**config.mk**
```make
export PLATFORM = sky130hd
export DESIGN_NAME = shift_reg_bidir
export DESIGN_NICKNAME = d
export VERILOG_FILES = /design/src/rtl/shift_reg_bidir_pkg.sv /design/src/rtl/shift_reg_cell.sv /design/src/rtl/shift_reg_bidir.sv
export SDC_FILE = /design/constraint.sdc
export NUM_CORES = 1
export LEC_CHECK = 0
export BUFFER_PORTS_ARGS = -buffer_cell sky130_fd_sc_hd__clkbuf_2
export CAP_MARGIN = 0
export CORE_AREA = 4 4 41 43
export DETAILED_ROUTE_END_ITERATION = 8
export DIE_AREA = 0 0 45 47
export PLACE_DENSITY_LB_ADDON = 0.25
export SYNTH_ARGS = -nofsm -noshare
export SYNTH_HDL_FRONTEND = slang
export SYNTH_SLANG_ARGS = --single-unit
```
**constraint.sdc**
```tcl
create_clock -name clk -period 0.8 [get_ports clk]
set_input_delay 0.08 -clock clk [delete_from_list [all_inputs] [get_ports clk]]
set_output_delay 0.08 -clock clk [all_outputs]
set_load 0.005 [all_outputs]
```
**src/rtl/shift_reg_bidir_pkg.sv**
```systemverilog
// Shared definitions for the bidirectional shift register.
// The mode is the concatenation {load, dr}.
package shift_reg_bidir_pkg;

  localparam int unsigned DEFAULT_WIDTH = 8;
  localparam int unsigned MODE_W        = 2;

  localparam logic [MODE_W-1:0] MODE_SHR      = 2'b00;
  localparam logic [MODE_W-1:0] MODE_SHL      = 2'b01;
  localparam logic [MODE_W-1:0] MODE_LOAD     = 2'b10;
  localparam logic [MODE_W-1:0] MODE_LOAD_ALT = 2'b11;

endpackage

```
**src/rtl/shift_reg_cell.sv**
```systemverilog
// One bit of the shift register.
// It holds a 4:1 next-state mux feeding a flop with an async active-high clear.
module shift_reg_cell
  import shift_reg_bidir_pkg::*;
(
  input  logic              clk,
  input  logic              rst,
  input  logic [MODE_W-1:0] mode,
  input  logic              right_in,  // bit i-1, or 0 at the LSB
  input  logic              left_in,   // bit i+1, or 0 at the MSB
  input  logic              in_bit,
  output logic              q
);

  logic q_d;
  logic q_q;

  always_comb begin
    q_d = q_q;
    case (mode)
      MODE_SHR:      q_d = left_in;
      MODE_SHL:      q_d = right_in;
      MODE_LOAD:     q_d = in_bit;
      MODE_LOAD_ALT: q_d = in_bit;
      default:       q_d = q_q;
    endcase
  end

  always_ff @(posedge clk or posedge rst) begin
    if (rst) begin
      q_q <= 1'b0;
    end else begin
      q_q <= q_d;
    end
  end

  assign q = q_q;

endmodule

```
**src/rtl/shift_reg_bidir.sv**
```systemverilog
// WIDTH-bit bidirectional shift register with parallel load and zero fill.
// The msb and lsb outputs export the edge bits of the stored word.
module shift_reg_bidir
  import shift_reg_bidir_pkg::*;
#(
  parameter int unsigned WIDTH = DEFAULT_WIDTH
) (
  input  logic             clk,
  input  logic             rst,
  input  logic [WIDTH-1:0] IN,
  input  logic             load,
  input  logic             dr,
  output logic             msb,
  output logic             lsb,
  output logic [WIDTH-1:0] o
);

  logic [MODE_W-1:0] mode_c;
  logic [WIDTH-1:0]  o_q;
  logic [WIDTH+1:0]  ext_c;

  assign mode_c = {load, dr};

  // A zero is padded on each side, so the boundary cells shift in a constant 0.
  assign ext_c = {1'b0, o_q, 1'b0};

  for (genvar gi = 0; gi < int'(WIDTH); gi++) begin : g_cell
    shift_reg_cell u_cell (
      .clk      (clk),
      .rst      (rst),
      .mode     (mode_c),
      .right_in (ext_c[gi]),
      .left_in  (ext_c[gi+2]),
      .in_bit   (IN[gi]),
      .q        (o_q[gi])
    );
  end

  assign o   = o_q;
  assign msb = o_q[WIDTH-1];
  assign lsb = o_q[0];

endmodule

```
==> results of run 1 <==
==> through the flow <==
stage               instance area (sq um)  util, %  std cells  power [mW]
floorplan                             427        -         43       0.615
global placement                      468     36.0         69       0.646
detailed placement                    468     36.0         69       0.648
CTS                                   508     39.0         74       0.970
global route                          512     39.3         74        1.02
finish                                512     39.3         74       0.952
==> cells in the mapped netlist <==
cell      n  area (sq um)
buf_6     2          22.5
o21ai_0   2          10.0
mux2i_1   6          60.1
nand2b_1  1          6.26
o21ai_1   6          30.0
dfrtp_1   8           200
inv_1     1          3.75
buf_4     8          60.1
nand2_1   9          33.8
==> per-layer routing <==
layer / up-vias / share of wire, %
met5: - / 0
met4: 0 / 1.1
met1: 121 / 45
met2: 18 / 40
met3: 2 / 13
li1: 165 / -
==> cells by family after synthesis <==
kind of cell	share of synthesized area, %
buf+inv	20.2
flops	46.9
compound gates	9.38
mux	14.1
simple gates	9.38
==> power breakdown <==
| part | internal, mW | switching (mW) |
|---|---|---|
| sequential | 0.444 | 0.0272 |
| combinational | 0.0957 | 0.0850 |
| clock | 0.171 | 0.129 |
| total | 0.711 | 0.241 |
==> final timing paths <==
check                           cells after the start               start                  to  slack (ps)
worst min register to register                      2  g_cell[1].u_cell.q  g_cell[0].u_cell.q         560
worst max-delay path                                1  g_cell[3].u_cell.q                o[3]         -50
max in group asynchronous                           3                 rst  g_cell[5].u_cell.q         280
min in group asynchronous                           3                 rst  g_cell[1].u_cell.q         300
worst max register to register                      3  g_cell[5].u_cell.q  g_cell[6].u_cell.q         -20
worst min-delay path                                3               IN[0]  g_cell[0].u_cell.q          30
==> timing repair <==
action	4_1_cts	5_1_grt
cloned	0	0
pin swaps	0	2
endpoints found under the setup margin	10	15
hold buffers	1	0
gates resized for setup	0	2
endpoints found under the hold margin	8	0
buffers inserted	1	0
==> cell type report <==
cell class                      count  area share, %
Clock buffer                        3           4.40
Inverter                            1          0.733
Multi-Input combinational cell     24           27.4
Sequential cell                     8           39.1
Tap cell                           15           3.67
Timing Repair Buffer               23           24.7
==> metrics.md, run 1 <==
| Metric | Value |
|---|---|
| Final setup TNS | -318 ps |
| Synth cell types | 9 |
| Synth warn | 0 |
| Critical path buffers and inverters | 1 |
| Worst hold slack | 31.5 ps |
| Num ports | 22 |
| WS Path Type | reg2out |
| Setup ws final | -54.1 ps |
| Register area share after synthesis | 46.9% |
| Drt first pass iters | 3 |
| Slowest-stage cell, CP | dfrtp_1 |
| Worst-margin pin slew | 301 ps |
| Largest net degree at the start of global routing | 17 |
| Netlist Area Pre-Place | 427 sq um |
| CTS tree | done |
| Failing checks | setup timing |
| Outcome | finished, violations left |
| CP Capture Type | output pin |
| Die area | 2120 sq um |
| Antenna cells | 0 |
| Peak supply drop | 0.000874 V |
| Antenna violations before repair | 0 |
| Grt met2 use | 10.7% |
| Num Clock Sinks | 8 |
| Clk buf depth | 2 |
| Relative slew slack | 79.9% |
| GR Util met1 | 12.7% |
| Site Rows | 13 |
| Die Y | 47 microns |
| Num CTS Buffers | 3 |
| DR DRC count | 0 |
| Crit path max-delay family | flip-flops |
| Clock-pin slew on the worst setup and hold paths | 50 ps |
| Final Max Slew Viols | 0 |
| Commonest cells after routing, fill and taps aside | 20 x clkbuf_2, 9 x nand2_1, 8 x dfrtp_1, 6 x mux2i_1, 6 x o21ai_1 |
| Fillers | 148 |
| Worst endpoint data arrival time | 770 ps |
| Share of layout cells above drive strength 1 | 42.4% |
| Global routing's busiest layer | met1 |
| Antenna Violating Nets Remaining | 0 |
| Min cycle time layout | 854 ps |
| All-Layer GR Usage | 9.42% |
| Die X | 45 microns |
| Core area | 1300 sq um |
| Finish-stage setup viols | 11 |
| Fin crit share | 107% |
| Critical path cell sequence | clkbuf_2 |
| Htree depth | 1 |
| Avg Inst Size Synth | 9.92 sq um |
| Worst setup SP type | flop |
| Post-Route WL | 832 microns |
| Max Clock Skew | 1.37 ps |
| Gp weighted congestion | 0.643 |
| Most common cell after layout, fill and taps aside | clkbuf_2 |
| First-pass GRT wire length | 1290 microns |
| CP required | 720 ps |
| FF+latch area | 200 sq um |
| Worst slack, placed | 4.07 ps |
| Worst Path Max Fanout | 3 |
| Vias in the first global route | 290 |
| Number of hold violations in the final report | 0 |
| Syn Nets | 55 |
| Vias/cell | 4.14 |
| Max Cap Viol | 0 |
| Worst hold path type | in2reg |
| RSZ-0062 raised after global routing | true |
| Final nets | 73 |
| Initial Util | 32.8% |
| Number of flip-flops in the largest register | 8 |
| Static leakage | 0.283 nW |
| WL/cell | 11.2 microns |
| PwrDens | 1860 nW/um^2 |
| Seq cells post-synth | 8 |
| GR Util met3 | 6.51% |
| Synth-to-layout area growth | 19.9% |
| Via count | 306 |
| Area of the multi-input gates | 140 sq um |
| CP max stage delay | 400 ps |
| Clock root buffer | clkbuf_4 |
| Gate Count Post-Synth | 43 |
| Overflow after GRT | 0 |
| Clock Latency Late Sink | 250 ps |
| Peak Freq | 1.17 GHz |
| I/O Buffers | 21 |
| Detailed Route Iter0 Violations | 2 |
No activity file was read; power rests on OpenSTA's default activity.
==> run 2: changes to the inputs <==
--- a/config.mk
+++ b/config.mk
@@ -10,6 +10,7 @@
 export CORE_AREA = 4 4 41 43
 export DETAILED_ROUTE_END_ITERATION = 8
 export DIE_AREA = 0 0 45 47
+export HOLD_SLACK_MARGIN = 0.08
 export PLACE_DENSITY_LB_ADDON = 0.25
 export SYNTH_ARGS = -nofsm -noshare
 export SYNTH_HDL_FRONTEND = slang
==> constraint.sdc (replaced) <==
create_clock -name clk -period 0.8 [get_ports clk]
set_input_delay 0.04 -clock clk [delete_from_list [all_inputs] [get_ports clk]]
set_output_delay 0.04 -clock clk [all_outputs]
set_load 0.005 [all_outputs]
==> run 2 against run 1 <==
The flow now finishes without violations. Hold slack better by 150 ps. Critical path depth up 1. Non-clock buffer count up 7. Clock-buffer cell count unchanged. Final cell count up 9.5%. Core utilization up 5.3 points. Via count up 12%. Wire length up 6.6%. Clock power about the same. Sequential share of layout area down 4.6 points. Highest routed layer unchanged.
==> metrics.md, run 2 (synthesis gave the netlist of run 1 again) <==
| Metric | Value |
|---|---|
| Outcome | completed |
| Die Y | 47 microns (unchanged) |
| Peak supply drop | 0.000832 V (-4.8%) |
| Num ports | 22 (unchanged) |
| Worst-margin pin slew | 309 ps (+7.51 ps) |
| Detailed Route Iter0 Violations | 1 (-1) |
| First-pass GRT wire length | 1320 microns (+2.6%) |
| Worst r2r dst | g_cell[1].u_cell.q |
| FF+latch area | 200 sq um (unchanged) |
| Static leakage | 0.310 nW (+9.6%) |
| Worst hold slack | 178 ps (+147 ps) |
| CP required | 930 ps (+210 ps) |
| Synth-to-layout area growth | 36.1% |
| Antenna cells | 0 (unchanged) |
| WS Path Type | reg2reg |
| Number of hold violations in the final report | 0 (unchanged) |
| CTS tree | done |
| Largest net degree at the start of global routing | 17 (unchanged) |
| Worst slack, placed | 18.8 ps (+14.7 ps) |
| Area of the multi-input gates | 140 sq um (unchanged) |
| Commonest cells after routing, fill and taps aside | 21 x clkbuf_2, 9 x nand2_1, 9 x dlygate4sd3_1, 8 x dfrtp_1 |
| Worst setup SP type | flop |
| Post-Route WL | 887 microns (+6.6%) |
| Drt first pass iters | 2 (-1) |
| PostCTS Resize Cnt | 0 (unchanged) |
| Antenna violations before repair | 0 (unchanged) |
| Fillers | 143 (-3.4%) |
| Worst Path Max Fanout | 3 (unchanged) |
| Die area | 2120 sq um (unchanged) |
| Setup crit end | g_cell[1].u_cell.q |
| Most common cell after layout, fill and taps aside | clkbuf_2 |
| Clock Latency Late Sink | 250 ps (about the same) |
| Initial Util | 32.8% (unchanged) |
| I/O Buffers | 21 (unchanged) |
| CP Capture Type | flop |
| DR DRC count | 0 (unchanged) |
| Clock-pin slew on the worst setup and hold paths | 50 ps (about the same) |
| Critical path startpoint | g_cell[0].u_cell.q |
| Relative slew slack | 79.4% (-0.50 points) |
| Peak Freq | 1.25 GHz (+7.0%) |
| Clock root buffer | clkbuf_4 |
| Setup ws final | 1.68 ps (+55.8 ps) |
| Clk buf depth | 2 (unchanged) |
| Worst hold path type | in2reg |
| RSZ-0062 raised after global routing | true |
| Share of layout cells above drive strength 1 | 36.4% (-6.0 points) |
| Number of flip-flops in the largest register | 8 (unchanged) |
| Core area | 1300 sq um (unchanged) |
| Final nets | 80 (+9.6%) |
| Htree depth | 1 (unchanged) |
| Reg2Reg Setup Slack | 2 ps (+20 ps) |
| Die X | 45 microns (unchanged) |
| WL/cell | 11.0 microns (-2.6%) |
| Site Rows | 13 (unchanged) |
| Vias/cell | 4.25 (+2.7%) |
| Min cycle time layout | 798 ps (-55.8 ps) |
| Final Max Slew Viols | 0 (unchanged) |
| Overflow after GRT | 0 (unchanged) |
| Num Clock Sinks | 8 (unchanged) |
| Via count | 344 (+12%) |
| Finish-stage setup viols | 0 (-11) |
| Max Cap Viol | 0 (unchanged) |
| Fin crit share | 99.8% (-7.0 points) |
| Worst endpoint data arrival time | 930 ps (+160 ps) |
| Antenna Violating Nets Remaining | 0 (unchanged) |
| All-Layer GR Usage | 9.90% (+0.48 points) |
| Worst R2R Start | g_cell[0].u_cell.q |
| Vias in the first global route | 303 (+4.5%) |
| R2r worst-path depth | 2 (-1) |
| Num CTS Buffers | 3 (unchanged) |
| Max Clock Skew | 3.77 ps (+2.40 ps) |
| PwrDens | 1670 nW/um^2 (-10%) |
| Gp weighted congestion | 0.644 (about the same) |
-- run 2: how the worst min path moves through the flow --
stage / start / end / slack [ps] / cells past startpoint
floorplan: rst / g_cell[0].u_cell.q / -140 / 1
global placement: rst / g_cell[7].u_cell.q / -20 / 2
detailed placement: rst / g_cell[7].u_cell.q / -20 / 2
CTS: dr / g_cell[0].u_cell.q / 180 / 2
global route: dr / g_cell[0].u_cell.q / 200 / 2
finish: dr / g_cell[0].u_cell.q / 180 / 2
-- run 2: final cells by class --
type,instances,share of cell area [%]
Clock buffer,3,3.88
Inverter,1,0.647
Multi-Input combinational cell,24,24.1
Sequential cell,8,34.5
Tap cell,15,3.23
Timing Repair Buffer,30,33.6
-- run 2: power breakdown --
group	internal, mW	switching [mW]	leakage (nW)
clock	0.171	0.127	0.0138
combinational	0.111	0.0904	0.198
sequential	0.444	0.0272	0.0983
total	0.727	0.244	0.310
-- run 2: repair_timing --
| action | CTS | global route |
|---|---|---|
| hold buffers | 9 | 0 |
| cloned | 0 | 0 |
| hold endpoints to repair | 16 | 0 |
| setup buffers | 0 | 0 |
| setup endpoints to repair | 8 | 12 |
-- run 2: per-layer routing --
metal | vias to the layer above | global-route usage (%) | wire, microns
li1 | 181 | - | -
met3 | 2 | 5.36 | 93
met5 | - | 0 | 0
met2 | 16 | 11.6 | 359
met4 | 0 | 8.77 | 9
met1 | 145 | 12.7 | 425
-- run 2: worst max-delay path: stages (launching register included) --
cell	delay, ps
dfrtp_1	380
mux2i_1	220
o21ai_1	80
-- run 2: metrics by stage --
stage | TNS, ps | util, % | cells | instance area, sq um | power (mW)
finish | 0 | 44.6 | 81 | 581 | 0.971
global route | -311 | 44.6 | 81 | 581 | 1.04
floorplan | 0 | - | 43 | 427 | 0.615
detailed placement | 0 | 36.0 | 69 | 468 | 0.650
CTS | -72.6 | 44.6 | 81 | 581 | 0.995
global placement | 0 | 36.0 | 69 | 468 | 0.646
